<file path="src/rtl/d_fifo_drain.sv">
// Round-robin drain of D0/D1 FIFOs onto one valid/ready egress with dest tag and delivery counters.
// Latency: pop at t, word valid at t+2. out_valid holds the word until out_ready; no pop while stalled.
module d_fifo_drain #(
    parameter int DATA_WIDTH = 6,
    parameter int CNT_WIDTH  = 5
) (
    input  logic                  clk,
    input  logic                  reset,
    input  logic                  empty_d0,
    input  logic                  empty_d1,
    input  logic [DATA_WIDTH-1:0] data_d0,
    input  logic [DATA_WIDTH-1:0] data_d1,
    output logic                  pop_d0,
    output logic                  pop_d1,
    input  logic                  out_ready,
    output logic                  out_valid,
    output logic [DATA_WIDTH-1:0] out_data,
    output logic                  out_dest,
    output logic [CNT_WIDTH-1:0]  count_d0,
    output logic [CNT_WIDTH-1:0]  count_d1,
    output logic                  idle
);

    typedef enum logic [1:0] {
        IDLE = 2'd0,
        READ = 2'd1,
        OUT  = 2'd2
    } state_t;

    localparam logic [CNT_WIDTH-1:0] CNT_ONE = {{(CNT_WIDTH-1){1'b0}}, 1'b1};

    state_t state, state_nxt;
    logic   sel;
    logic   last_dest;
    logic   any_ne;
    logic   grant;
    logic   do_pop;
    logic   handshake;

    assign any_ne    = !empty_d0 || !empty_d1;
    // On a tie the FIFO that did not supply the previous word wins.
    assign grant     = (!empty_d0 && !empty_d1) ? ~last_dest : empty_d0;
    assign handshake = (state == OUT) && out_ready;
    assign idle      = (state == IDLE) && empty_d0 && empty_d1;

    always_comb begin
        state_nxt = state;
        do_pop    = 1'b0;
        case (state)
            IDLE: begin
                if (any_ne) begin
                    do_pop    = 1'b1;
                    state_nxt = READ;
                end
            end
            READ: state_nxt = OUT;
            OUT: begin
                if (out_ready) begin
                    if (any_ne) begin
                        do_pop    = 1'b1;
                        state_nxt = READ;
                    end else begin
                        state_nxt = IDLE;
                    end
                end
            end
            default: state_nxt = IDLE;
        endcase
        if (reset) begin
            do_pop = 1'b0;
        end
    end

    assign pop_d0 = do_pop && !grant;
    assign pop_d1 = do_pop && grant;

    always_ff @(posedge clk) begin
        if (reset) begin
            state     <= IDLE;
            sel       <= 1'b0;
            last_dest <= 1'b1;
            out_valid <= 1'b0;
            out_data  <= '0;
            out_dest  <= 1'b0;
            count_d0  <= '0;
            count_d1  <= '0;
        end else begin
            state <= state_nxt;
            if (do_pop) begin
                sel <= grant;
            end
            if (state == READ) begin
                out_valid <= 1'b1;
                out_data  <= sel ? data_d1 : data_d0;
                out_dest  <= sel;
                last_dest <= sel;
            end
            if (handshake) begin
                out_valid <= 1'b0;
                if (out_dest) begin
                    count_d1 <= count_d1 + CNT_ONE;
                end else begin
                    count_d0 <= count_d0 + CNT_ONE;
                end
            end
        end
    end

endmodule

</file>
<file path="config.mk">
export PLATFORM = sky130hd
export DESIGN_NAME = d_fifo_drain
export DESIGN_NICKNAME = d
export VERILOG_FILES = /design/src/rtl/d_fifo_drain.sv
export SDC_FILE = /design/constraint.sdc
export NUM_CORES = 1
export LEC_CHECK = 0
export ABC_AREA = 1
export CAP_MARGIN = 20
export CORE_UTILIZATION = 30
export CTS_CLUSTER_DIAMETER = 50
export CTS_CLUSTER_SIZE = 24
export DETAILED_ROUTE_END_ITERATION = 8
export GPL_ROUTABILITY_DRIVEN = 1
export MAX_ROUTING_LAYER = met4
export PLACE_DENSITY = 0.69
export SETUP_SLACK_MARGIN = 0.02
export SLEW_MARGIN = 20
export SYNTH_ARGS = -nofsm -noshare
export SYNTH_HDL_FRONTEND = slang
export SYNTH_SLANG_ARGS = --single-unit
</file>
<file path="constraint.sdc">
create_clock -name clk -period 1.3 [get_ports clk]
set_clock_uncertainty 0.15 [all_clocks]
set_input_delay 0.325 -clock clk [delete_from_list [all_inputs] [get_ports clk]]
set_output_delay 0.325 -clock clk [all_outputs]
set_load 0.05 [all_outputs]
</file>
==> summary.md, run 1 <==
| Metric | Value |
|---|---|
| Status | complete, but fails checks |
| Failing checks | setup timing |
| Post-route worst setup slack | -0.479 ns |
| R2r setup slk | 0 ns |
| Clock Power Share | 0.210 |
| Synth Cell Area | 0.00101 mm² |
| Logic pwr share | 0.330 |
| Cts hold-fix bufs | 0 |
| Post-route cell area | 0.00202 mm² |
| GRT Residual Overflow | 0 |
| Die area | 0.00362 mm² |
| Cell Area, Placed | 0.00180 mm² |
| Initial antenna violation count | 0 |
| Yosys warns | 0 |
| Crit share post-route | 1.37 |
| DR top layer | met4 |
| Crit. Startpoint | state[0]$_SDFFE_PP0P_ |
| Yosys top cell area share | 0.434 |
| Prevailing post-synth register cell | dfxtp_1 |
| Hold Crit Class | flip-flop to flip-flop |
| Global-route wire length before repair | 4600 µm |
| Worst slack, placed | -0.675 ns |
| Crit path kind | flip-flop to output port |
| Met1 WL | 1100 µm |
| # fillers | 267 |
| Placed Cells | 228 |
| Metal3 WL | 172 µm |
| Crit-path leading delay family | buffers and inverters |
| Maximum clock rate | 562 MHz |
| Psw | 525 µW |
| Switching part of the total power | 0.329 |
| Syn Area/Cell | 7.52 µm² |
| MaxCap Viol Count | 0 |
| Leakage | 0.000773 µW |
| DR iter-0 viols | 18 |
| Hold slack | 0.339 ns |
| Setup Viol. Count Final | 15 |
| Sequential-to-total area share from yosys stat | 0.434 |
| Setup crit end kind | output port |
| Slew @ Worst Pin | 0.242 ns |
| Via total after detailed routing | 1,115 |
| TritonCTS clock tree | done |
| Antenna-violating nets left | 0 |
| H-tree depth | 1 |
| Count leader, synth | nand2_1 |
| RR Startpoint | state[0]$_SDFFE_PP0P_ |
| Power Density | 790 mW/mm² |
| Met2 routed WL | 1510 µm |
| R2R cell count | 7 |
| Highest fanout seen on the critical path | 3 |
| Hpwl dp | 2030 µm |
| DRC Markers | 0 |
| Synth unique cells | 21 |
| Total Power | 1600 µW |
| Routed WL | 2790 µm |
| Number of top-level pins | 38 |
| Max Buffers Root-to-Sink | 2 |
| Max-slew violation count | 0 |
| Largest net degree at the start of global routing | 17 |
| Rows | 20 |
| Synthesized flop and latch total | 22 |
| Worst skew pair latency | 0.31 ns |
| Slew margin rel. | 0.839 |
| Die Wd | 60.2 µm |
| Die height | 60.2 µm |
| CP Data Arrival Time | 1.30 ns |
| Max IR drop VDD | 0.644 mV |
| Int Power | 1070 µW |
| Synth Net Count | 154 |
| Final Hold Viols | 0 |
| Crit start category | flip-flop |
| Final Wtd Congestion | 0.730 |
| Sequential share of power | 0.460 |
| Gr usage total | 0.173 |
| Vias in the first global route | 1,084 |
| Total clock sinks | 22 |
| RSZ-0062 raised after global routing | true |
| Worst path max stage delay | 0.35 ns |
| WP buf/inv | 3 |
| Routed len/inst | 11.6 µm |
| Port bufs | 37 |
| P&R area growth vs syn | 99.4% |
| Critical path's slowest cell | dfxtp_2 |
| Nets | 217 |
| Via/cell ratio | 4.63 |
| Clock transition at path regs | 0.12 ns |
| Syn Inst Count | 135 |
| 1st-pass router iterations | 4 |
| Top cells by area, synth | dfxtp_1 43%, a21oi_1 10%, nand2_1 10%, nor2_1 5.2%, nand3_1 3.9% |
| Worst path cell trace | inv_4, nand3_4, buf_6, nor3_4, buf_12 |
| Layout cells sized above 1 | 0.523 |
| Antenna cells | 0 |
| Share of async-settable or async-resettable flops after synthesis | 0 |
| Post-synth top cells | 27 x nand2_1, 22 x dfxtp_1, 21 x a21oi_1, 14 x nor2_1 |
| Post-synth top area cell | dfxtp_1 |
| Reg2reg end | count_d1[3]$_SDFFE_PP0P_ |
| Initial core utilization | 0.324 |
| Crit path depth | 5 |
| Num CTS Buffers | 3 |
| Root buffer cell | clkbuf_4 |
| Post-synth EDFFs | 0 |
| Critical path endpoint | pop_d1 |
| CP Data Required Time | 0.82 ns |
| Final instance count without filler cells | 241 |
| Core area | 0.00313 mm² |
| Tmin final | 1.78 ns |
what timing repair did:
action,CTS,global route
endpoints found under the hold margin,0,0
endpoints found under the setup margin,36,36
pin swaps,4,7
resized for setup,32,19
setup buffers,10,0
per-stage QoR:
stage               setup TNS, ns   util
floorplan                  -0.561      -
global placement            -9.38  0.576
detailed placement          -9.59  0.576
CTS                         -1.72  0.632
global route                -2.69  0.647
finish                      -1.45  0.647
layout by cell type, fill, tap and decap left out, drive strengths merged, types with 4 or more instances in the layout:
master and instances:
a21oi 21, buf 44, clkbuf 4, clkdlybuf4s50 12, dfxtp 22, dlygate4sd2 4, inv 9, nand2 30
nand3 10, nor2 21, o21ai 10
sequential cells by signal, summed over array words and instances (netlist names):
signal,flops
sel,1
count_d0,5
count_d1,5
out_dest,1
state,2
last_dest,1
out_data,6
out_valid,1
worst min-delay path, delay by kind of cell, from the launching register on:
family           cells  cell delay (ns)
flip-flops           1             0.36
AND/OR/NAND/NOR      2             0.10
logic make-up after synthesis:
logic type | Yosys count | share of synthesized area
flip-flops | 22 | 0.434
AO/OA/AOI/OAI | 32 | 0.160
AND/OR/NAND/NOR | 65 | 0.317
buffers and inverters | 13 | 0.0555
XOR/XNOR | 1 | 0.00863
adder cells (fa/ha/maj) | 2 | 0.0247
power by group through the flow:
stage | Clock [µW] | Sequential [µW] | Combinational [µW]
floorplan | 0 | 831 | 141
global placement | 0 | 755 | 477
detailed placement | 0 | 756 | 485
CTS | 346 | 733 | 518
global route | 374 | 739 | 558
finish | 336 | 735 | 527
area by class of cell:
class / count / area [µm²] / area share
sequential: 22 / 497 / 0.246
clock buffer: 4 / 26.3 / 0.0130
inverter: 11 / 53.8 / 0.0266
timing repair buffer: 60 / 763 / 0.377
multi-input combinational: 100 / 628 / 0.310
tap: 44 / 55.1 / 0.0272
worst min-delay path by stage:
stage,startpoint,cells after the start,endpoint,slack [ns]
after floorplan,reset,1,count_d1[0]$_SDFFE_PP0P_,0.23
after global placement,last_dest$_SDFFE_PP1N_,2,last_dest$_SDFFE_PP1N_,0.30
after detailed placement,last_dest$_SDFFE_PP1N_,2,last_dest$_SDFFE_PP1N_,0.31
after CTS,last_dest$_SDFFE_PP1N_,2,last_dest$_SDFFE_PP1N_,0.35
after global routing,reset,3,count_d1[0]$_SDFFE_PP0P_,0.37
final,last_dest$_SDFFE_PP1N_,2,last_dest$_SDFFE_PP1N_,0.34
layer usage:
| metal | vias up | GRT usage |
|---|---|---|
| met5 | - | - |
| met4 | 0 | 0.0299 |
| met3 | 2 | 0.0584 |
| met2 | 37 | 0.320 |
| met1 | 505 | 0.177 |
| li1 | 571 | - |
(Power assumes the default switching activity.)
==> inputs of run 2 (changes only) <==
- SETUP_SLACK_MARGIN: 0.02 -> default
==> run 2 against run 1 <==
The run still ends with setup timing left; combinational power is 2% higher; sequential share of layout area is 0.60 points lower; routed wire length down 2.4%; non-clock buffer count grew 3; global-route usage fell by 0.31 points; register-to-register slack hardly changed; critical endpoint unchanged; largest power group unchanged; highest routed layer unchanged.
==> summary.md, run 2 (synthesis results as in run 1) <==
| Metric | Value |
|---|---|
| Status | complete, but fails checks |
| Failing checks | setup timing |
| Root buffer cell | clkbuf_4 |
| Biggest regs | out_data (6), count_d0 (5), count_d1 (5) |
| Routed WL | 2720 µm |
| Post-layout util | 0.661 |
| Gr usage total | 0.170 |
| Leakage | 0.000795 µW |
| # fillers | 259 |
| Crit share post-route | 1.37 |
| Global-route wire length before repair | 4580 µm |
| Crit. Startpoint | state[0]$_SDFFE_PP0P_ |
| Max reg flops | 6 |
| Largest net degree at the start of global routing | 17 |
| Max IR drop VDD | 0.408 mV |
| Die height | 60.2 µm |
| Die Wd | 60.2 µm |
| R2r setup slk | 0.01 ns |
| DR iter-0 viols | 39 |
| Max-slew violation count | 0 |
| Layout cells sized above 1 | 0.535 |
| Initial antenna violation count | 0 |
| DRC Markers | 0 |
| Final Hold Viols | 0 |
| Commonest cells after routing, fill and taps aside | 24 x nand2_1, 22 x buf_12, 21 x buf_4, 14 x nor2_1, 14 x a21oi_1 |
| Post-route worst setup slack | -0.478 ns |
| Hold slack | 0.345 ns |
| Total clock sinks | 22 |
| TritonCTS clock tree | done |
| Nets | 220 |
| Multi-input logic area | 629 µm² |
| Num CTS Buffers | 3 |
| RR Startpoint | state[0]$_SDFFE_PP0P_ |
| R2R cell count | 7 |
| Initial core utilization | 0.324 |
| Worst skew pair latency | 0.30 ns |
| Setup crit end kind | output port |
| RSZ-0062 raised after global routing | true |
| Hold Crit Class | flip-flop to flip-flop |
| Number of top-level pins | 38 |
| Maximum clock rate | 562 MHz |
| Highest fanout seen on the critical path | 3 |
| Top reg by flops | out_data |
| 1st-pass router iterations | 4 |
| Power Density | 796 mW/mm² |
| Hpwl dp | 1990 µm |
| Vias in the first global route | 1,109 |
| Clock transition at path regs | 0.12 ns |
| Final Wtd Congestion | 0.728 |
| Antenna-violating nets left | 0 |
| Most common cell after layout, fill and taps aside | nand2_1 |
| Sequential Area | 495 µm² |
| Antenna cells | 0 |
| Slew @ Worst Pin | 0.235 ns |
| Min-delay src | last_dest$_SDFFE_PP1N_ |
| Crit start category | flip-flop |
| Setup TNS | -1.32 ns |
| Setup Viol. Count Final | 6 |
| Via/cell ratio | 4.78 |
| Die area | 0.00362 mm² |
| Cell Area, Placed | 0.00180 mm² |
| Reg2reg end | count_d1[2]$_SDFFE_PP0P_ |
| H-tree depth | 1 |
| Slew margin rel. | 0.843 |
| Port bufs | 37 |
| MaxCap Viol Count | 0 |
| Cts hold-fix bufs | 0 |
| Tmin final | 1.78 ns |
| Core area | 0.00313 mm² |
| Critical path endpoint | pop_d1 |
| GRT Residual Overflow | 0 |
| CP Data Arrival Time | 1.30 ns |
| Routed len/inst | 11.2 µm |
| Crit path kind | flip-flop to output port |
| Via total after detailed routing | 1,166 |
| Max Buffers Root-to-Sink | 2 |
| CP Data Required Time | 0.82 ns |
| Rows | 20 |
| P&R area growth vs syn | 104% |
| Post-route cell area | 0.00207 mm² |
[run 2: stage by stage]
stage | cells | setup slack (ns) | total power, µW
2_1_floorplan | 135 | -0.190 | 974
3_3_place_gp | 228 | -0.657 | 1230
3_5_place_dp | 228 | -0.658 | 1240
4_1_cts | 245 | -0.517 | 1650
5_1_grt | 244 | -0.572 | 1730
6_report | 244 | -0.478 | 1650
[run 2: routing by layer]
layer	up-vias	wire [µm]	track usage
met5	-	0	-
met4	0	6	0.0399
met3	4	161	0.0390
met2	39	1490	0.314
met1	542	1060	0.181
li1	581	-	-
[run 2: layout make-up]
type                            count  area share
Multi-Input combinational cell    100       0.304
Timing Repair Buffer               63       0.386
Inverter                           11      0.0260
Sequential cell                    22       0.240
Clock buffer                        4      0.0175
Tap cell                           44      0.0266
[run 2: worst min-delay path by stage]
stage | end | slack [ns] | depth (start not counted)
after floorplan | count_d1[0]$_SDFFE_PP0P_ | 0.23 | 1
after global placement | last_dest$_SDFFE_PP1N_ | 0.31 | 2
after detailed placement | last_dest$_SDFFE_PP1N_ | 0.32 | 2
after CTS | last_dest$_SDFFE_PP1N_ | 0.35 | 2
after global routing | last_dest$_SDFFE_PP1N_ | 0.38 | 2
final | last_dest$_SDFFE_PP1N_ | 0.35 | 2
[run 2: repair_timing]
item,CTS,global route
hold endpoints to repair,0,0
setup endpoints to repair,32,37
cloned,0,0
gates resized for setup,30,21
setup buffers,13,0
pin swaps,7,5
[run 2: power breakdown]
part	total (µW)	internal [µW]	switching [µW]	leakage, µW
clock network	377	171	206	0.0000210
logic	536	265	271	0.000583
registers	734	695	38.2	0.000192
[run 2: critical path, cell delays in order (launching register included)]
cell,delay [ns]
dfxtp_2,0.37
inv_4,0.05
nand2_4,0.05
nor2_4,0.04
buf_12,0.12
nor3_4,0.20
buf_12,0.16
==> inputs of run 3 (changes only) <==
- GPL_ROUTABILITY_DRIVEN: 1 -> default
- GPL_TIMING_DRIVEN: default -> 0
==> run 3 against run 2 <==
The flow still finishes with violations (setup timing); die area did not move; worst setup slack worse by 0.0047 ns; non-clock buffer count grew 2; sequential power up 1%; critical endpoint is now pop_d0; combinational power barely moved; cell area shrank 2.5%.
==> summary.md, run 3 (synthesis results as in run 1) <==
| Metric | Value |
|---|---|
| Clock Power Share | 0.233 |
| Clock transition at path regs | 0.13 ns |
| Hold Crit Class | input pin to flip-flop |
| Hpwl dp | 1840 µm |
| Logic pwr share | 0.321 |
| Sequential share of power | 0.446 |
| Post-route worst setup slack | -0.483 ns |
| Most common cell after layout, fill and taps aside | nand2_1 |
| Rows | 20 |
| Failing checks | setup timing |
| Highest fanout seen on the critical path | 3 |
| Top reg by flops | out_data |
| Biggest regs | out_data (6), count_d0 (5), count_d1 (5) |
| Critical path endpoint | pop_d0 |
| CP Data Arrival Time | 1.31 ns |
| Crit share post-route | 1.37 |
| Setup crit end kind | output port |
| Setup Viol. Count Final | 24 |
| Reg2reg end | count_d0[4]$_SDFFE_PP0P_ |
| RSZ-0062 raised after global routing | true |
| CP dominant cell by count | nor2_4 |
| Max Buffers Root-to-Sink | 2 |
| Via/cell ratio | 4.66 |
| Total clock sinks | 22 |
| Final Hold Viols | 0 |
| Number of top-level pins | 38 |
| Num CTS Buffers | 3 |
| Crit. Startpoint | state[0]$_SDFFE_PP0P_ |
| Final instance count without filler cells | 246 |
| Status | complete, but fails checks |
| Gr usage total | 0.194 |
| Worst path cell trace | inv_6, nand2_4, nor2_4, nor2_4, nand2_2, clkinvlp_4, buf_8 |
| Leakage | 0.000792 µW |
| Switching part of the total power | 0.331 |
| Maximum clock rate | 561 MHz |
| Largest net degree at the start of global routing | 13 |
| Via total after detailed routing | 1,147 |
| Core area | 0.00313 mm² |
| Routed len/inst | 12.9 µm |
| Power Density | 825 mW/mm² |
| Initial core utilization | 0.324 |
| Die Wd | 60.2 µm |
| Worst path max stage delay | 0.38 ns |
| Nets | 222 |
| Post-layout util | 0.645 |
| Cts hold-fix bufs | 0 |
| Initial antenna violation count | 0 |
| Global-route wire length before repair | 5020 µm |
| Layout cells sized above 1 | 0.604 |
| Post-route cell area | 0.00202 mm² |
| DR iter-0 viols | 85 |
| CP Data Required Time | 0.82 ns |
| Antenna-violating nets left | 0 |
| GRT Residual Overflow | 0 |
| Routed WL | 3180 µm |
| Placed Cells | 216 |
| Final Wtd Congestion | 0.721 |
| Antenna cells | 0 |
| Die area | 0.00362 mm² |
| Port bufs | 37 |
| RR Startpoint | state[1]$_SDFFE_PP0P_ |
| R2R cell count | 6 |
| Crit path kind | flip-flop to output port |
| Worst skew pair latency | 0.31 ns |
| Crit start category | flip-flop |
| Tmin final | 1.78 ns |
| Commonest cells after routing, fill and taps aside | 24 x nand2_1, 23 x buf_4, 18 x buf_8, 13 x nor2_1, 12 x clkdlybuf4s50_1 |
| Slew margin rel. | 0.760 |
| TritonCTS clock tree | done |
| Psw | 550 µW |
| H-tree depth | 1 |
| Slew @ Worst Pin | 0.360 ns |
| Max-slew violation count | 0 |
| Max IR drop VDD | 0.468 mV |
| Worst slack, placed | -1.55 ns |
| Die height | 60.2 µm |
| Setup TNS | -1.69 ns |
| Root buffer cell | clkbuf_4 |
| P&R area growth vs syn | 98.8% |
| Critical path's slowest cell | dfxtp_4 |
| Vias in the first global route | 1,166 |
| MaxCap Viol Count | 0 |
| R2r setup slk | -0.05 ns |
| 1st-pass router iterations | 4 |
| Int Power | 1110 µW |
| Cell Area, Placed | 0.00150 mm² |
| Max reg flops | 6 |
| DRC Markers | 0 |
[run 3: timing repair]
action / 4_1_cts / 5_1_grt
resized for setup: 215 / 20
pin swaps: 11 / 6
buffers inserted: 21 / 6
setup endpoints to repair: 42 / 41
[run 3: cell type report]
| class | instances | area, µm² |
|---|---|---|
| Inverter | 11 | 56.3 |
| Clock buffer | 4 | 36.3 |
| Buffer | 1 | 11.3 |
| Sequential cell | 22 | 492 |
| Tap cell | 44 | 55.1 |
| Fill cell | 265 | 1110 |
| Multi-Input combinational cell | 100 | 687 |
| Timing Repair Buffer | 64 | 679 |
[run 3: worst min-delay path by stage]
stage	from	end	cells past startpoint
after floorplan	reset	count_d1[0]$_SDFFE_PP0P_	1
after global placement	last_dest$_SDFFE_PP1N_	last_dest$_SDFFE_PP1N_	2
after detailed placement	last_dest$_SDFFE_PP1N_	last_dest$_SDFFE_PP1N_	2
after CTS	reset	count_d1[0]$_SDFFE_PP0P_	2
after global routing	reset	out_dest$_SDFFE_PP0N_	2
final	reset	out_dest$_SDFFE_PP0N_	2
[run 3: metrics by stage]
step	total power, µW	hold WS (ns)
after floorplan	974	0.234
after global placement	1110	0.299
after detailed placement	1120	0.309
after CTS	1630	0.202
after global routing	1740	0.245
final	1660	0.231
[run 3: power by group through the flow]
stage | sequential, µW | clock, µW | combinational (µW)
floorplan | 832 | 0 | 141
global placement | 746 | 0 | 367
detailed placement | 747 | 0 | 372
CTS | 740 | 409 | 482
global route | 747 | 431 | 567
finish | 742 | 387 | 534
[run 3: layer usage]
metal	vias to the layer above	GRT usage	wire, µm
met5	-	-	0
met4	0	0.0831	25
met3	4	0.0455	175
met2	35	0.359	1790
met1	528	0.189	1190
li1	580	-	-
[run 3: worst max-delay path: cells and delay by family, from the launching register on]
| family | cells | cell delay, ns |
|---|---|---|
| buffers and inverters | 3 | 0.31 |
| DFF | 1 | 0.38 |
| and+or+nand+nor | 4 | 0.30 |
